--- config.mk ---
export PLATFORM = sky130hd
export DESIGN_NAME = bin2bcd_display
export DESIGN_NICKNAME = d
export VERILOG_FILES = /design/src/rtl/bin2bcd_pkg.sv /design/src/rtl/bcd_digit_adj.sv /design/src/rtl/bin2bcd_display.sv
export SDC_FILE = /design/constraint.sdc
export NUM_CORES = 1
export LEC_CHECK = 0
export CORE_ASPECT_RATIO = 0.6
export CORE_MARGIN = 3
export CORE_UTILIZATION = 40
export CTS_CLUSTER_SIZE = 20
export DETAILED_ROUTE_END_ITERATION = 16
export SYNTH_ARGS = -nofsm -noshare
export SYNTH_HDL_FRONTEND = slang
export SYNTH_HIERARCHICAL = 1
export SYNTH_SLANG_ARGS = --single-unit
--- constraint.sdc ---
create_clock -name clk -period 5.56 [get_ports clk]
set_clock_uncertainty 0.2 [all_clocks]
set_input_delay 1.112 -clock clk [delete_from_list [all_inputs] [get_ports clk]]
set_output_delay 1.112 -clock clk [all_outputs]
set_load 0.01 [all_outputs]
--- src/rtl/bin2bcd_pkg.sv ---
// Shared types and constants for the binary-to-BCD display converter.
// Imported by the converter top and its digit-adjust helper.
package bin2bcd_pkg;

    typedef enum logic [1:0] {
        IDLE  = 2'd0,
        SHIFT = 2'd1,
        DONE  = 2'd2
    } b2b_state_t;

    localparam int ACC_DIG = 10;
    localparam int NITER   = 32;

endpackage

--- src/rtl/bcd_digit_adj.sv ---
// Double-dabble digit correction: add 3 to a BCD digit that is 5 or more.
// Purely combinational; one instance per accumulator digit.
module bcd_digit_adj (
    input  logic [3:0] d_i,
    output logic [3:0] d_o
);

    assign d_o = (d_i >= 4'd5) ? d_i + 4'd3 : d_i;

endmodule

--- src/rtl/bin2bcd_display.sv ---
// Self-triggering sequential binary-to-BCD converter feeding the hex drivers.
// Reconverts whenever the CPU output word differs from the last accepted one.
module bin2bcd_display
    import bin2bcd_pkg::*;
#(
    parameter int W    = 32,
    parameter int NDIG = 8
) (
    input  logic              clk,
    input  logic              rst_n,
    input  logic [W-1:0]      bin_in,
    output logic [4*NDIG-1:0] bcd_out,
    output logic              ovf,
    output logic              busy
);

    localparam int ACCW = 4 * ACC_DIG;
    localparam logic [4:0] LAST_CNT = 5'(NITER - 1);

    b2b_state_t        state_q;
    logic [W-1:0]      last_bin_q;
    logic [W-1:0]      sh_q;
    logic [W-1:0]      sh_d;
    logic [ACCW-1:0]   acc_q;
    logic [ACCW-1:0]   acc_adj;
    logic [ACCW-1:0]   acc_d;
    logic [4:0]        cnt_q;
    logic [4*NDIG-1:0] bcd_q;
    logic              ovf_q;

    for (genvar g = 0; g < ACC_DIG; g++) begin : g_adj
        bcd_digit_adj u_adj (
            .d_i (acc_q[4*g +: 4]),
            .d_o (acc_adj[4*g +: 4])
        );
    end

    // One double-dabble step: adjust all digits, then shift {acc, sh} left.
    assign acc_d = {acc_adj[ACCW-2:0], sh_q[W-1]};
    assign sh_d  = {sh_q[W-2:0], 1'b0};

    always_ff @(posedge clk or negedge rst_n) begin
        if (!rst_n) begin
            state_q    <= IDLE;
            last_bin_q <= '0;
            sh_q       <= '0;
            acc_q      <= '0;
            cnt_q      <= '0;
            bcd_q      <= '0;
            ovf_q      <= 1'b0;
        end else begin
            unique case (state_q)
                IDLE: begin
                    if (bin_in != last_bin_q) begin
                        sh_q       <= bin_in;
                        last_bin_q <= bin_in;
                        acc_q      <= '0;
                        cnt_q      <= '0;
                        state_q    <= SHIFT;
                    end
                end
                SHIFT: begin
                    acc_q <= acc_d;
                    sh_q  <= sh_d;
                    cnt_q <= cnt_q + 5'd1;
                    if (cnt_q == LAST_CNT) begin
                        state_q <= DONE;
                    end
                end
                DONE: begin
                    bcd_q   <= acc_q[4*NDIG-1:0];
                    ovf_q   <= |acc_q[ACCW-1:4*NDIG];
                    state_q <= IDLE;
                end
                default: begin
                    state_q <= IDLE;
                end
            endcase
        end
    end

    assign bcd_out = bcd_q;
    assign ovf     = ovf_q;
    assign busy    = (state_q != IDLE);

endmodule

# After elaboration in Yosys (flattened, before gate mapping)
# Index checks and enable logic that the tools add are counted.
# Widths: inputs -> output; s select.
# word_totals
register_bits	144
in_bits	34
wordCells	60
# op_classes
addsub	11
n_lt_le_gt_ge	10
eq_ne	6
n_mux	19
n_reduce_logical	7
# op_table
op	n
$pmux 40 s2	1
$pmux 32 s2	1
$ge 4x3->1 const B	10
$mux 40	1
$add 4x2->4 const B	9
$mux 4	9
$mux 32	1
$ne 32x32->1	1
$pmux 5 s2	1
$reduce_or 8->1	1
$reduce_and 2->1	3
$add 5x1->5 const B	1
$eq 5x5->1 const B	1
$mux 5	1
$mux 2	2
$ne 2x2->1 const B	2
$pmux 2 s2	1
$reduce_bool 2->1	2
$add 3x2->3 const B	1
$mux 3	1
$eq 2x1->1 const B	1
$eq 2x2->1 const B	1
$logic_not 2->1	1

# Longest topological paths before layout
# Gate-level depths: netlist of run 1.
# logic_depth
ltp_word	3
depth_mapped	7

# Modules after synthesis
# Netlist of run 1, hierarchy kept.
# by_module_without_submodules
module	instances	cells_each	area_each_um2	seq_area_each_um2
bin2bcd_display	1	539	6389.9	3603.5
bcd_digit_adj	10	16	101.3	0.0

# Worst setup path after synthesis of run 1
# Ideal clock, no wire load.
# synth_timing
kind	input -> register
startpoint	input port bin_in[16]
endpoint	register sh_q[16]
setup_ps	124
t_arrival_ps	2501
required_ps	5236
slack_ps	2735
stages	7
n_path_buf	2
path_cell_list	xnor2_1 -> nand4_1 -> nor4_4 -> a21oi_2 -> buf_6 -> buf_6 -> a211o_1
# synth_between
elab_chain_len	3
word_cells_on_any_way	5
classes_between	2 x eq/ne; 2 x mux; 1 x reduce/logical
# synth_rtl
element	line	source
start: declaration	bin2bcd_display.sv:11	input logic [W-1:0] bin_in,
$ne 32x32->1	bin2bcd_display.sv:54	if (bin_in != last_bin_q) begin
$ne 2x2->1 (no line)	n/a	
$reduce_and 2->1 (no line)	n/a	
end signal: assignment	bin2bcd_display.sv:55	sh_q <= bin_in;
end: declaration	bin2bcd_display.sv:22	logic [W-1:0] sh_q;
# Parallel ways exist; a longest one is shown, timed or not. The select of a mux whose other input is x is not followed.
# A chain may end at the register's enable or synchronous reset.

# Worst setup path in the final report of run 1
# layout_timing
startpoint	input port bin_in[26]
endpoint	register sh_q[1]
# layout_between
elab_chain_len	3
# layout_rtl
element	line
$ne 32x32->1	bin2bcd_display.sv:54
$ne 2x2->1 (no line)	n/a
$reduce_and 2->1 (no line)	n/a
# No other way between the ends.

==> results.ini, run 1 <==
[setup_path]
worstPathCellList = clkdlybuf4s50_1 > xnor2_1 > nand4_1 > nor4_4 > buf_4 > a21oi_4 > buf_4 > a211o_1
crit_start = bin_in[26]
r2r-start = state_q[0]$_DFFE_PN0P_
cp_top_family = buffers and inverters
required_ns = 5.65
path_max_fanout = 57
start_kind = primary input
r2r-end = cnt_q[2]$_DFFE_PN0P_
crit_path_end_kind = flip-flop
endpoint = sh_q[1]$_DFFE_PN0P_
path_class = primary input to flip-flop
reg2reg_slack_ns = 2.75
path_depth = 8
slowest_stage = clkdlybuf4s50_1
ff2ff_path_depth = 6
cpMostUsedCell = buf_4
cp.arrival_ns = 3.50
cp_num_buf_inv = 3
slowest_delay_ns = 0.57

[power]
clkPwrFrac_pct = 30.8
ir_worst_vdd_uv = 230
p_sw_share_pct = 31.7
p_switching_mw = 1.19
power.share.combinational_pct = 28.1
powerDensity_mw_per_mm2 = 424
leakage_nw = 4.01
p_int_mw = 2.57
seqPwrFrac_pct = 41.1

[status]
outcome = finished clean

[clocking]
cts_tree = done
cts-resized-gates = 0
clock_latency_ns = 0.41
post_cts_buffers = 0
numCtsBuffers = 17
clock_path_buffers = 2
cts_sinks = 144
postCtsHoldBufs = 0
root_buffer = clkbuf_16
cts_max_level = 4
clk_pin_slew_ns = 0.06

[logic_synthesis]
syn_nets = 751
ys_warn_count = 6
syn_area_per_cell_um2 = 10.6
syn_inst = 695
netlist_area_mm2 = 0.00738

[die]
die_w_um = 181
core_mm2 = 0.0176
die_h_um = 111
row_count = 37
start_util_pct = 42.0
ioPinCount = 68
dieArea_mm2 = 0.0202

[drt]
first_pass_iters = 5
drtIter0Drc = 358
ant_nets = 0
post_drt_wl_per_cell_um = 16.3
vias_per_cell = 5.29
num_vias = 5274
drc = 0
totalWireLength_um = 16300

[cells_and_area]
fillers = 1597
n_antenna_cell = 0
drive_gt1_share_pct = 15.9
fin_util_pct = 50.3
seq_area_mm2 = 0.00360
fin_nets = 806
multiInputGateArea_mm2 = 0.00353
area_delta_synth_final_pct = 19.9

[sta]
setup_ws_ns = 2.15
fmax_ghz = 0.293
slew_violations = 0
rsz0062_at_grt = false
finalSetupTns_ns = 0
maxSlewHeadroom_pct = 35.0
setup_viol = 0
tightest_slew_ns = 0.975
hold_viol_final = 0
period_minus_slack_ns = 3.41
fin_crit_sh_pct = 61.3

[place]
place_hpwl_um = 10300
port_buffers = 67
gp_congestion = 0.734
place_ws_ns = 1.75

[global_routing]
antenna_found_initial = 0
grt_pass1_wl_um = 27800
gr-total-overflow = 0
grt_usage_pct = 16.7
grt_pass1_vias = 5306
grt_max_degree = 60

[min_path]
min_path_type = flip-flop to flip-flop

[run]
drv_cap = 0

## placed cells by master, fill, tap and decap left out, types with 10 or more instances in the layout
cell	count
a22o_1	29
o21ai_0	53
clkbuf_16	17
mux2_2	64
mux2i_1	10
nand2b_1	19
xnor2_1	43
and4_1	31
dfrtp_1	144
clkdlybuf4s50_1	66
nor2_1	11
a21oi_2	10
a211o_1	31
nand2_1	127
ha_1	22
inv_1	24
## state kept, by name (all words and copies together) (netlist names)
register	flops
acc_q	40
bcd_out	32
last_bin_q	32
sh_q	32
cnt_q	5
state_q	2
ovf	1
## per-layer routing
metal | vias up | routed length [um] | global-route usage [%]
li1 | 2549 | - | -
met1 | 2637 | 8370 | 24.9
met2 | 83 | 7190 | 24.9
met3 | 5 | 630 | 3.57
met4 | 0 | 70 | 3.60
met5 | - | 0 | 0
## how the worst min path moves through the flow
stage	start	to	slack [ns]	cells after the start
after CTS	ovf$_DFFE_PN0N_	ovf$_DFFE_PN0N_	0.30	1
final	ovf$_DFFE_PN0N_	ovf$_DFFE_PN0N_	0.30	1
after global placement	ovf$_DFFE_PN0N_	ovf$_DFFE_PN0N_	0.26	1
after detailed placement	ovf$_DFFE_PN0N_	ovf$_DFFE_PN0N_	0.28	1
after global routing	ovf$_DFFE_PN0N_	ovf$_DFFE_PN0N_	0.31	1
after floorplan	sh_q[31]$_DFFE_PN0P_	acc_q[0]$_DFFE_PN0P_	0.26	2
## stage by stage
stage / std cells / hold slack (ns) / total power [mW] / instance area (um2)
floorplan: 695 / 0.264 / 2.18 / 7380
global placement: 965 / 0.265 / 2.57 / 8260
finish: 997 / 0.297 / 3.76 / 8850
global route: 997 / 0.311 / 4.02 / 8850
CTS: 997 / 0.298 / 3.81 / 8850
detailed placement: 965 / 0.283 / 2.63 / 8260
## power groups by stage
stage / clock network, mW / registers, mW / logic, mW
6_report: 1.16 / 1.54 / 1.06
5_1_grt: 1.23 / 1.59 / 1.20
4_1_cts: 1.19 / 1.55 / 1.07
3_5_place_dp: 0 / 1.56 / 1.06
3_3_place_gp: 0 / 1.55 / 1.02
2_1_floorplan: 0 / 1.55 / 0.629
## worst reg2reg max path, delay by kind of cell, from the launching register on
family	cells	cell delay, ns
xor+xnor	1	0.16
flops	1	0.39
compound gates	1	0.15
buf+inv	2	1.01
simple gates	2	0.81
## cell type report
type                            count  area share, %
Timing Repair Buffer               76           8.35
Clock buffer                       19           5.00
Multi-Input combinational cell    487           39.9
Inverter                           24           1.02
Tap cell                          234           3.31
Sequential cell                   144           40.7
Clock inverter                     13           1.74
Note: power is estimated with default switching activity, not from simulation.
==> run 2, diff against run 1 <==
clock period = 2.9 ns   (was 5.56 ns; I/O delays follow)
==> run 2 against run 1 <==
Sequential share of layout area decreased by 0.93 points. Sequential cell count unchanged. Hold slack got worse by 0.0076 ns. Largest cell class unchanged. Largest power group unchanged. Highest routed layer unchanged.
==> results.ini, run 2 (synthesis results as in run 1) <==
[drt]
first_pass_iters = 5
route.met3.wl_um = 728
totalWireLength_um = 16900
drtIter0Drc = 374
wl_met2_um = 7460
num_vias = 5476
vias_per_cell = 5.35
post_drt_wl_per_cell_um = 16.5
top_layer_used = met4
drc = 0
drt-met1-wl_um = 8520
ant_nets = 0

[cells_and_area]
largest_register = acc_q
seq_area_mm2 = 0.00360
fin_nets = 833
final_cell_mix = 144 x dfrtp_1, 127 x nand2_1, 66 x clkdlybuf4s50_1
fin_area_mm2 = 0.00906
fillers = 1552
multiInputGateArea_mm2 = 0.00353
drive_gt1_share_pct = 18.7
largest_register_ffs = 40
mostFrequentLayoutCell = dfrtp_1
area_delta_synth_final_pct = 22.7
n_antenna_cell = 0

[run]
drv_cap = 0

[setup_path]
r2r-start = last_bin_q[14]$_DFFE_PN0P_
path_max_fanout = 16
cp.arrival_ns = 2.73
crit_start = bin_in[28]
r2r-end = acc_q[16]$_DFFE_PN0P_
crit_path_end_kind = flip-flop
start_kind = primary input
reg2reg_slack_ns = 0.57
path_class = primary input to flip-flop
ff2ff_path_depth = 7
required_ns = 3.03
endpoint = acc_q[16]$_DFFE_PN0P_

[die]
core_mm2 = 0.0176
row_count = 37
dieArea_mm2 = 0.0202
ioPinCount = 68
start_util_pct = 42.0
die_h_um = 111
die_w_um = 181

[global_routing]
grt_usage_pct = 17.4
gr-total-overflow = 0
grt_max_degree = 55
grt_pass1_vias = 5452
antenna_found_initial = 0
grt_pass1_wl_um = 28300

[clocking]
clk_pin_slew_ns = 0.06
root_buffer = clkbuf_16
post_cts_buffers = 0
numCtsBuffers = 17
clock_path_buffers = 2
clock_latency_ns = 0.43
cts_tree = done
cts_sinks = 144
cts-resized-gates = 0
cts_max_level = 4

[power]
powerDensity_mw_per_mm2 = 788
ir_worst_vdd_uv = 449
leakage_nw = 4.14
finalPower_mw = 7.14

[place]
dpl-instance-area_mm2 = 0.00849
gp_congestion = 0.765
port_buffers = 67
place_ws_ns = -0.100
place_hpwl_um = 11400

[min_path]
min_from = ovf$_DFFE_PN0N_
min_path_type = flip-flop to flip-flop

[sta]
fmax_ghz = 0.384
maxSlewHeadroom_pct = 64.1
slew_violations = 0
setup_ws_ns = 0.299
fin_crit_sh_pct = 89.7
setup_viol = 0
period_minus_slack_ns = 2.60
hold_viol_final = 0
rsz0062_at_grt = false
tightest_slew_ns = 0.538

[status]
outcome = finished clean

[run 2: cell count changes in the layout (fill, tap and decap cells not counted)]
cell / before / now
inv_8: 1 / 3
clkinv_4: 3 / 2
bufinv_16: 2 / 0
inv_6: 3 / 5
dlygate4sd3_1: 0 / 1
clkinv_2: 0 / 1
buf_12: 0 / 3
clkinvlp_4: 4 / 3
clkbuf_1: 1 / 0
buf_4: 9 / 32
[run 2: through the flow]
step | TNS, ns | std cells | hold slack [ns] | utilization (%)
after floorplan | 0 | 695 | 0.0844 | -
after global placement | -0.920 | 991 | 0.266 | 48.3
after detailed placement | -5.61 | 991 | 0.275 | 48.3
after CTS | 0 | 1024 | 0.290 | 51.5
after global routing | 0 | 1024 | 0.295 | 51.5
final | 0 | 1024 | 0.289 | 51.5
[run 2: area by class of cell]
type | instances | area share, %
flip-flops and latches | 144 | 39.8
multi-input cells | 487 | 39.0
repair buffers | 103 | 10.8
clock buffers | 18 | 4.85
well taps | 234 | 3.23
clock inverters | 14 | 1.35
inverters | 24 | 0.994
[run 2: worst max-delay path: stages]
cell and delay, ns:
clkdlybuf4s50_1 0.53, xnor2_1 0.14, nand4_1 0.27, nor4_4 0.48
a21oi_4 0.12, buf_4 0.22, buf_4 0.19, o21ai_0 0.19
[run 2: timing repair]
item	CTS	global route
endpoints found under the hold margin	51	0
setup endpoints to repair	0	0
hold buffers	1	0
[run 2: worst min-delay path by stage]
stage / to / slack [ns] / cells after the start
after floorplan: acc_q[0]$_DFFE_PN0P_ / 0.08 / 0
after global placement: ovf$_DFFE_PN0N_ / 0.27 / 1
after detailed placement: ovf$_DFFE_PN0N_ / 0.28 / 1
after CTS: ovf$_DFFE_PN0N_ / 0.29 / 1
after global routing: ovf$_DFFE_PN0N_ / 0.29 / 1
final: ovf$_DFFE_PN0N_ / 0.29 / 1
[run 2: report_power, final]
group,internal [mW],switching [mW]
Clock,1.15,0.954
Combinational,1.13,0.945
Sequential,2.50,0.466
[run 2: layer usage]
layer  vias up  global-route usage [%]
li1       2613                       -
met1      2724                    25.8
met2       124                    25.1
met3        15                    3.90
met4         0                    5.48
met5         -                       0
==> run 3, diff against run 2 <==
CORE_UTILIZATION = 45   (was 40)
PLACE_DENSITY = 0.68   (was default)
SYNTH_HIERARCHICAL = default   (was 1)
TNS_END_PERCENT = 5   (was default)
==> run 3 against run 2 <==
Sequential cell count unchanged. Clock power rose by 2%. Via count shrank 12%. Wire length decreased by 11%. Synthesized cell count is 13% lower. First-iteration DRC count decreased by 24%. Largest cell class unchanged. Sequential power fell by 21%. Global-route usage grew 1.2 points. Clock-buffer cell count is 1 higher. Area after synthesis shrank 7.2%. Hold slack got worse by 0.0061 ns. Highest routed layer unchanged.
==> results.ini, run 3 <==
[status]
outcome = finished clean

[cells_and_area]
mostFrequentLayoutCell = dfrtp_1
drive_gt1_share_pct = 16.8
fin_nets = 743
area_delta_synth_final_pct = 23.7
largest_register = acc_q
n_antenna_cell = 0
largest_register_ffs = 40
final_cell_mix = 144 x dfrtp_1, 66 x clkdlybuf4s50_1, 52 x nand2_1

[global_routing]
grt_max_degree = 59
gr-total-overflow = 0
grt_usage_pct = 18.5
grt_pass1_vias = 4808
grt_pass1_wl_um = 24600
antenna_found_initial = 0

[drt]
vias_per_cell = 5.36
drc = 0
ant_nets = 0
post_drt_wl_per_cell_um = 16.7
first_pass_iters = 4
totalWireLength_um = 15000
num_vias = 4802
drtIter0Drc = 283

[logic_synthesis]
ys_types = 34
yosysTopAreaCell = dfrtp_1
syn_nets = 660
ys_async_sr_fraction_pct = 100
netlist_area_mm2 = 0.00685
synth_edf_count = 0
yosysMostFrequentCell = dfrtp_1
ys_ff_latch = 144
syn_area_per_cell_um2 = 11.4
ys_seq_area_share_pct = 52.6
synth_ff_type = dfrtp_1
ys_warn_count = 0
syn_inst = 602
synth_commonest_cells = 144 x dfrtp_1, 53 x nand2_1, 49 x mux2_2, 43 x xnor2_1, 39 x o21ai_0
yosys-top-cells-area = dfrtp_1 53%, mux2_2 8.1%, xnor2_1 5.5%
synth_top_area_share_pct = 52.6

[sta]
timing.hold.ws_ns = 0.283
rsz0062_at_grt = false
period_minus_slack_ns = 2.62
fin_crit_sh_pct = 90.3
fmax_ghz = 0.382
maxSlewHeadroom_pct = 36.8
tightest_slew_ns = 0.944
setup_viol = 0
hold_viol_final = 0
slew_violations = 0

[clocking]
cts_max_level = 4
root_buffer = clkbuf_16
clock_latency_ns = 0.42
post_cts_buffers = 0
numCtsBuffers = 17
cts_tree = done
cts_sinks = 144
clock_path_buffers = 2
clk_pin_slew_ns = 0.06

[place]
port_buffers = 67
gp_congestion = 0.801
place_hpwl_um = 10100

[setup_path]
path_class = primary input to flip-flop
required_ns = 3.02
start_kind = primary input
path_max_fanout = 30
reg2reg_slack_ns = 0.53
cp.arrival_ns = 2.74
crit_path_end_kind = flip-flop

[die]
core_mm2 = 0.0147
die_w_um = 165
row_count = 34
start_util_pct = 46.7
dieArea_mm2 = 0.0168
ioPinCount = 68
die_h_um = 102

[min_path]
min_path_type = flip-flop to flip-flop

[power]
seqPwrFrac_pct = 44.2
p_switching_mw = 1.32
p_sw_share_pct = 25.0
p_int_mw = 3.98
ir_worst_vdd_uv = 426
finalPower_mw = 5.30
clkPwrFrac_pct = 40.5
leakage_nw = 3.64
powerDensity_mw_per_mm2 = 625
power.share.combinational_pct = 15.4

[run]
drv_cap = 0

-- run 3: changes by cell type in the layout (fill, tap and decap cells not counted), sizes merged, moves of 10 or more --
| cell | before | now |
|---|---|---|
| a211o | 31 | 0 |
| mux2i | 10 | 0 |
| o21ai | 62 | 39 |
| a221o | 0 | 31 |
| a22o | 29 | 2 |
| and2 | 1 | 32 |
| nor4b | 0 | 10 |
| o22ai | 1 | 20 |
| and4 | 31 | 0 |
| nand2 | 127 | 53 |
| mux2 | 64 | 49 |
-- run 3: power groups by stage --
stage	Clock [mW]	Combinational, mW	Sequential [mW]
finish	2.14	0.814	2.34
CTS	2.19	0.829	2.34
global route	2.25	0.880	2.37
global placement	0	0.810	2.37
floorplan	0	0.254	2.43
detailed placement	0	0.822	2.37
-- run 3: cell families after synthesis --
family / synth area share (%)
compound gates: 13.5
xor+xnor: 6.65
fa+ha+maj: 4.38
buf+inv: 3.84
flops: 52.6
mux: 8.05
simple gates: 11.0
-- run 3: cell type report --
| type | instances | area, um2 |
|---|---|---|
| clock buffer | 19 | 433 |
| clock inverter | 13 | 136 |
| fill | 1211 | 6200 |
| inverter | 21 | 78.8 |
| multi-input combinational | 404 | 3000 |
| sequential | 144 | 3600 |
| tap | 198 | 248 |
| timing repair buffer | 97 | 975 |
-- run 3: stage by stage --
| step | util (%) | setup WS (ns) | cell area (um2) | std cells | TNS, ns |
|---|---|---|---|---|---|
| global route | 57.7 | 0.209 | 8470 | 896 | 0 |
| detailed placement | 53.8 | -0.0602 | 7900 | 863 | -1.68 |
| finish | 57.7 | 0.281 | 8470 | 896 | 0 |
| global placement | 53.8 | -0.0316 | 7900 | 863 | -0.924 |
| floorplan | - | 0.716 | 6850 | 602 | 0 |
| CTS | 57.7 | 0.330 | 8470 | 896 | 0 |
-- run 3: timing repair --
action / 4_1_cts / 5_1_grt
endpoints found under the hold margin: 55 / 0
resized for setup: 0 / 0
hold buffers: 1 / 0
-- run 3: worst paths after layout --
kind | startpoint | to | cells past startpoint
max | bin_in[6] | acc_q[7]$_DFFE_PN0P_ | 9
max in group asynchronous | rst_n | bcd_out[29]$_DFFE_PN0N_ | 3
min in group asynchronous | rst_n | last_bin_q[9]$_DFFE_PN0P_ | 2
min | bcd_out[13]$_DFFE_PN0N_ | bcd_out[13]$_DFFE_PN0N_ | 2
min reg2reg | bcd_out[13]$_DFFE_PN0N_ | bcd_out[13]$_DFFE_PN0N_ | 2
max reg2reg | last_bin_q[26]$_DFFE_PN0P_ | acc_q[7]$_DFFE_PN0P_ | 8
-- run 3: per-layer routing --
metal | share of wire [%] | vias to the layer above | global-route usage, %
li1 | - | 2301 | -
met1 | 49 | 2385 | 26.7
met2 | 44 | 102 | 28.2
met3 | 5.2 | 14 | 4.00
met4 | 1.1 | 0 | 5.75
met5 | 0 | - | 0
-- run 3: worst max-delay path: stages --
cell and delay, ns:
clkdlybuf4s50_1 0.47, xnor2_1 0.37, nand4_1 0.18, nor4_2 0.30, buf_4 0.17, a21oi_4 0.08, buf_12 0.17, buf_4 0.20
o21ai_0 0.21
